[src/rtl/dm_arbiter.sv]
// Round-robin arbiter sharing one data-memory port between the CPU datapath
// (requester 0) and the I/O DMA engine (requester 1).
module dm_arbiter #(
  parameter int ACC_CYC = 1,
  parameter int AW      = 32,
  parameter int DW      = 32
) (
  input  logic          sys_clk,
  input  logic          reset,
  input  logic          cpu_req,
  input  logic          cpu_wr,
  input  logic [AW-1:0] cpu_addr,
  input  logic [DW-1:0] cpu_wdata,
  output logic          cpu_ack,
  output logic          cpu_stall,
  input  logic          io_req,
  input  logic          io_wr,
  input  logic [AW-1:0] io_addr,
  input  logic [DW-1:0] io_wdata,
  output logic          io_ack,
  output logic [DW-1:0] rdata,
  output logic          owner,
  output logic          busy,
  output logic          dm_cs,
  output logic          dm_rd,
  output logic          dm_wr,
  output logic [AW-1:0] dm_addr,
  output logic [DW-1:0] dm_din,
  input  logic [DW-1:0] dm_dout
);

  typedef enum logic [1:0] {
    IDLE   = 2'd0,
    ACCESS = 2'd1,
    ACK    = 2'd2
  } state_t;

  state_t        state_q, state_d;
  logic          owner_q, owner_d;
  logic [3:0]    cnt_q, cnt_d;
  logic          wr_q, wr_d;
  logic [AW-1:0] addr_q, addr_d;
  logic [DW-1:0] din_q, din_d;
  logic [DW-1:0] rdata_q, rdata_d;
  logic          cs_q, cs_d;
  logic          rd_q, rd_d;
  logic          wrs_q, wrs_d;
  logic          cpu_ack_q, cpu_ack_d;
  logic          io_ack_q, io_ack_d;
  logic          grant_io;
  logic          sel_wr;

  // owner resets to 1 so that the CPU wins the first tie.
  always_ff @(posedge sys_clk or posedge reset) begin
    if (reset) begin
      state_q   <= IDLE;
      owner_q   <= 1'b1;
      cnt_q     <= '0;
      wr_q      <= 1'b0;
      addr_q    <= '0;
      din_q     <= '0;
      rdata_q   <= '0;
      cs_q      <= 1'b0;
      rd_q      <= 1'b0;
      wrs_q     <= 1'b0;
      cpu_ack_q <= 1'b0;
      io_ack_q  <= 1'b0;
    end else begin
      state_q   <= state_d;
      owner_q   <= owner_d;
      cnt_q     <= cnt_d;
      wr_q      <= wr_d;
      addr_q    <= addr_d;
      din_q     <= din_d;
      rdata_q   <= rdata_d;
      cs_q      <= cs_d;
      rd_q      <= rd_d;
      wrs_q     <= wrs_d;
      cpu_ack_q <= cpu_ack_d;
      io_ack_q  <= io_ack_d;
    end
  end

  always_comb begin
    state_d   = state_q;
    owner_d   = owner_q;
    cnt_d     = cnt_q;
    wr_d      = wr_q;
    addr_d    = addr_q;
    din_d     = din_q;
    rdata_d   = rdata_q;
    cs_d      = 1'b0;
    rd_d      = 1'b0;
    wrs_d     = 1'b0;
    cpu_ack_d = 1'b0;
    io_ack_d  = 1'b0;
    // On a tie the requester that did not own the port last time wins.
    grant_io  = io_req & (~cpu_req | ~owner_q);
    sel_wr    = grant_io ? io_wr : cpu_wr;

    unique case (state_q)
      IDLE: begin
        if (cpu_req || io_req) begin
          owner_d = grant_io;
          wr_d    = sel_wr;
          addr_d  = grant_io ? io_addr : cpu_addr;
          din_d   = grant_io ? io_wdata : cpu_wdata;
          cnt_d   = 4'(ACC_CYC - 1);
          cs_d    = 1'b1;
          rd_d    = ~sel_wr;
          wrs_d   = sel_wr;
          state_d = ACCESS;
        end
      end
      ACCESS: begin
        if (cnt_q != 4'd0) begin
          cnt_d = cnt_q - 4'd1;
          cs_d  = 1'b1;
          rd_d  = ~wr_q;
          wrs_d = wr_q;
        end else begin
          if (!wr_q) begin
            rdata_d = dm_dout;
          end
          cpu_ack_d = ~owner_q;
          io_ack_d  = owner_q;
          state_d   = ACK;
        end
      end
      ACK: begin
        state_d = IDLE;
      end
      default: begin
        state_d = IDLE;
      end
    endcase
  end

  assign cpu_ack   = cpu_ack_q;
  assign io_ack    = io_ack_q;
  assign cpu_stall = cpu_req & ~cpu_ack_q;
  assign rdata     = rdata_q;
  assign owner     = owner_q;
  assign busy      = (state_q != IDLE);
  assign dm_cs     = cs_q;
  assign dm_rd     = rd_q;
  assign dm_wr     = wrs_q;
  assign dm_addr   = addr_q;
  assign dm_din    = din_q;

endmodule

[config.mk]
export PLATFORM = sky130hd
export DESIGN_NAME = dm_arbiter
export DESIGN_NICKNAME = d
export VERILOG_FILES = /design/src/rtl/dm_arbiter.sv
export SDC_FILE = /design/constraint.sdc
export NUM_CORES = 1
export LEC_CHECK = 0
export CAP_MARGIN = 10
export CORE_ASPECT_RATIO = 1.5
export CORE_MARGIN = 2
export CORE_UTILIZATION = 35
export DETAILED_ROUTE_END_ITERATION = 16
export DONT_BUFFER_PORTS = 1
export PLACE_DENSITY = 0.54
export SYNTH_ARGS = -nofsm -noshare
export SYNTH_HDL_FRONTEND = slang
export SYNTH_SLANG_ARGS = --single-unit
[constraint.sdc]
create_clock -name sys_clk -period 4.95 [get_ports sys_clk]
set_input_delay 1.2375 -clock sys_clk [delete_from_list [all_inputs] [get_ports sys_clk]]
set_output_delay 1.2375 -clock sys_clk [all_outputs]
set_load 0.03 [all_outputs]
==> results.json <==
{
  "clock-sinks": 109,
  "start_util": 0.354,
  "postSynthAreaPerCell_um2": 15.0,
  "cts.repair.resized": 0,
  "hpwl_um": 7250,
  "syn_nets": 495,
  "drt-total-wl_um": 9720,
  "end_kind": "output port",
  "remaining_drc_errors": 0,
  "switchingPower_w": 0.00199,
  "synth_ff_type": "dfrtp_1",
  "grt_overflow_total": 0,
  "fin_util": 0.388,
  "timing.final.crit_share": 0.594,
  "grt_pass1_wl_um": 14700,
  "required_ps": 3710,
  "antenna_cells": 0,
  "synth.cell_area_um2": 4900,
  "final_hold_viol_count": 0,
  "synth-edff-count": 0,
  "path_clk_slew_ps": 70,
  "syn_to_final_growth_pct": 9.63,
  "intPower_w": 0.00233,
  "routabilityCongestion": 0.702,
  "synth_seq_cells": 109,
  "fin_nets": 494,
  "antenna_found_initial": 0,
  "clkPwrFrac": 0.166,
  "outcome": "complete, no violations",
  "vdd.ir_drop.worst_uv": 344,
  "ios": 270,
  "crit_chain": "nor2b_1",
  "placedInstanceArea_um2": 5070,
  "cts_tree": "built",
  "drtIter0Drc": 51,
  "crit_fanout": 4,
  "crit_cells": 1,
  "fin_area_um2": 5370,
  "coreArea_um2": 13900,
  "yosysWarningCount": 0,
  "async_reset_ff_frac": 1.00,
  "rsz0062_at_grt": "no",
  "slowest_stage": "nor2b_1",
  "post_drt_via_cell_ratio": 5.24,
  "post-cts-setup-buffers": 0,
  "mostFrequentLayoutCell": "mux2_2",
  "min_path_cells": 1,
  "vias": 2597,
  "hp-class": "reg2reg",
  "critical_path_class": "in2out",
  "grt_use_total": 0.127,
  "fin_worst_skew_ps": 8.00,
  "cts_buffer_depth": 2,
  "slew_headroom": 0.452,
  "layout_min_cycle_time_ps": 2940,
  "clk_latency_ps": 340,
  "ys_seq_area_frac": 0.557,
  "yosys.cell_types.count": 28,
  "postRouteAntennaNets": 0,
  "fp.dieW_um": 101,
  "ctsRootBufferMaster": "clkbuf_16",
  "reg2regPathDepth": 6,
  "cts_made_buffers": 9,
  "numPortBuffers": 0,
  "drive_gt1_frac": 0.547,
  "max_freq_mhz": 340,
  "die-height_um": 149,
  "path_buf_inv": 0,
  "worstMarginPinSlew_ps": 822,
  "final_cell_mix": "154 x mux2_2, 108 x dfrtp_1, 9 x clkbuf_16, 7 x mux2_1, 6 x buf_4",
  "pwr_density_cell_nw_per_um2": 804,
  "critPathLaunchType": "input port",
  "drv_slew": 0,
  "h-tree-depth": 3,
  "critPathTopFamily": "simple AND/OR/NAND/NOR gates",
  "syn-instance-count": 327,
  "p_comb_frac": 0.248,
  "fin_total_pwr_w": 0.00432,
  "dr.pass1.iters": 4,
  "max_stage_delay_ps": 470,
  "grt_max_degree": 66,
  "grt_pass1_vias": 2810,
  "wl_per_cell_um": 19.6,
  "critPathArrivalTime_ps": 1700,
  "drv_cap": 0,
  "die_area_um2": 15000,
  "p_leak_nw": 2.21,
  "setup_violations": 0,
  "row_count": 53,
  "seqPwrFrac": 0.586,
  "tns_ps": 0,
  "p_sw_frac": 0.461,
  "cts_hold_buffers": 0,
  "worst_hold_slack_ps": 509
}
-- cell families (layout without fill, tap and decap cells) --
kind of cell,after synthesis,after routing,share of synthesized area
compound gates,10,10,0.0130
fa+ha+maj,2,2,0.00511
buf+inv,23,27,0.0253
flops,109,109,0.557
mux,165,165,0.378
simple gates,18,18,0.0215
-- power groups by stage --
stage               sequential [W]  clock [W]  combinational, W
detailed placement         0.00256          0           0.00110
global placement           0.00257          0           0.00107
finish                     0.00253   0.000718           0.00107
CTS                        0.00255   0.000751           0.00110
floorplan                  0.00243          0          0.000963
global route               0.00260   0.000788           0.00118
-- state kept, by name, summed over array words and instances (netlist names) --
register,flops
wr_q,1
owner,1
cnt_q,4
state_q,2
dm_rd,1
io_ack,1
cpu_ack,1
dm_wr,1
dm_addr,32
dm_din,32
rdata,32
dm_cs,1
-- cells in the mapped netlist, drive strengths merged (2+ instances only) --
cell   count  area share
mux2     161        0.37
ha         2      0.0051
nor3       3      0.0054
nor2       5      0.0038
o21ai      3      0.0031
buf       17       0.021
mux2i      4      0.0082
inv        5      0.0038
dfrtp    108        0.55
o22ai      2      0.0026
nand3      3      0.0031
nor2b      2      0.0026
-- metrics by stage --
step,setup slack [ps],instances
after floorplan,840,327
after global placement,1990,480
after detailed placement,2010,480
after CTS,2000,496
after global routing,2000,496
final,2010,496
-- final cells by class --
class	count	area, µm²
fill	1328	8490
sequential	109	2730
multi-input combinational	195	2070
clock buffer	9	225
tap	165	206
clock inverter	7	78.8
timing repair buffer	6	45.0
inverter	5	21.3
-- layer usage --
metal  vias to the layer above  wire, µm  track usage
met5                         -         0            0
met4                         0       172       0.0534
met3                        10       848       0.0459
met2                       145      5260        0.224
met1                      1275      3430        0.134
li1                       1167         -            -
-- worst paths after layout --
kind	from	slack [ps]	to
worst min-delay path	cnt_q[3]$_DFFE_PP0P_	510	cnt_q[3]$_DFFE_PP0P_
worst min register to register	cnt_q[3]$_DFFE_PP0P_	510	cnt_q[3]$_DFFE_PP0P_
max in group asynchronous	reset	3330	owner$_DFFE_PP1N_
worst max register to register	cnt_q[0]$_DFFE_PP0P_	2390	rdata[14]$_DFFE_PP0P_
min in group asynchronous	reset	750	dm_din[2]$_DFFE_PP0N_
worst max-delay path	cpu_req	2010	cpu_stall
Note: power is estimated with default switching activity, not from simulation.
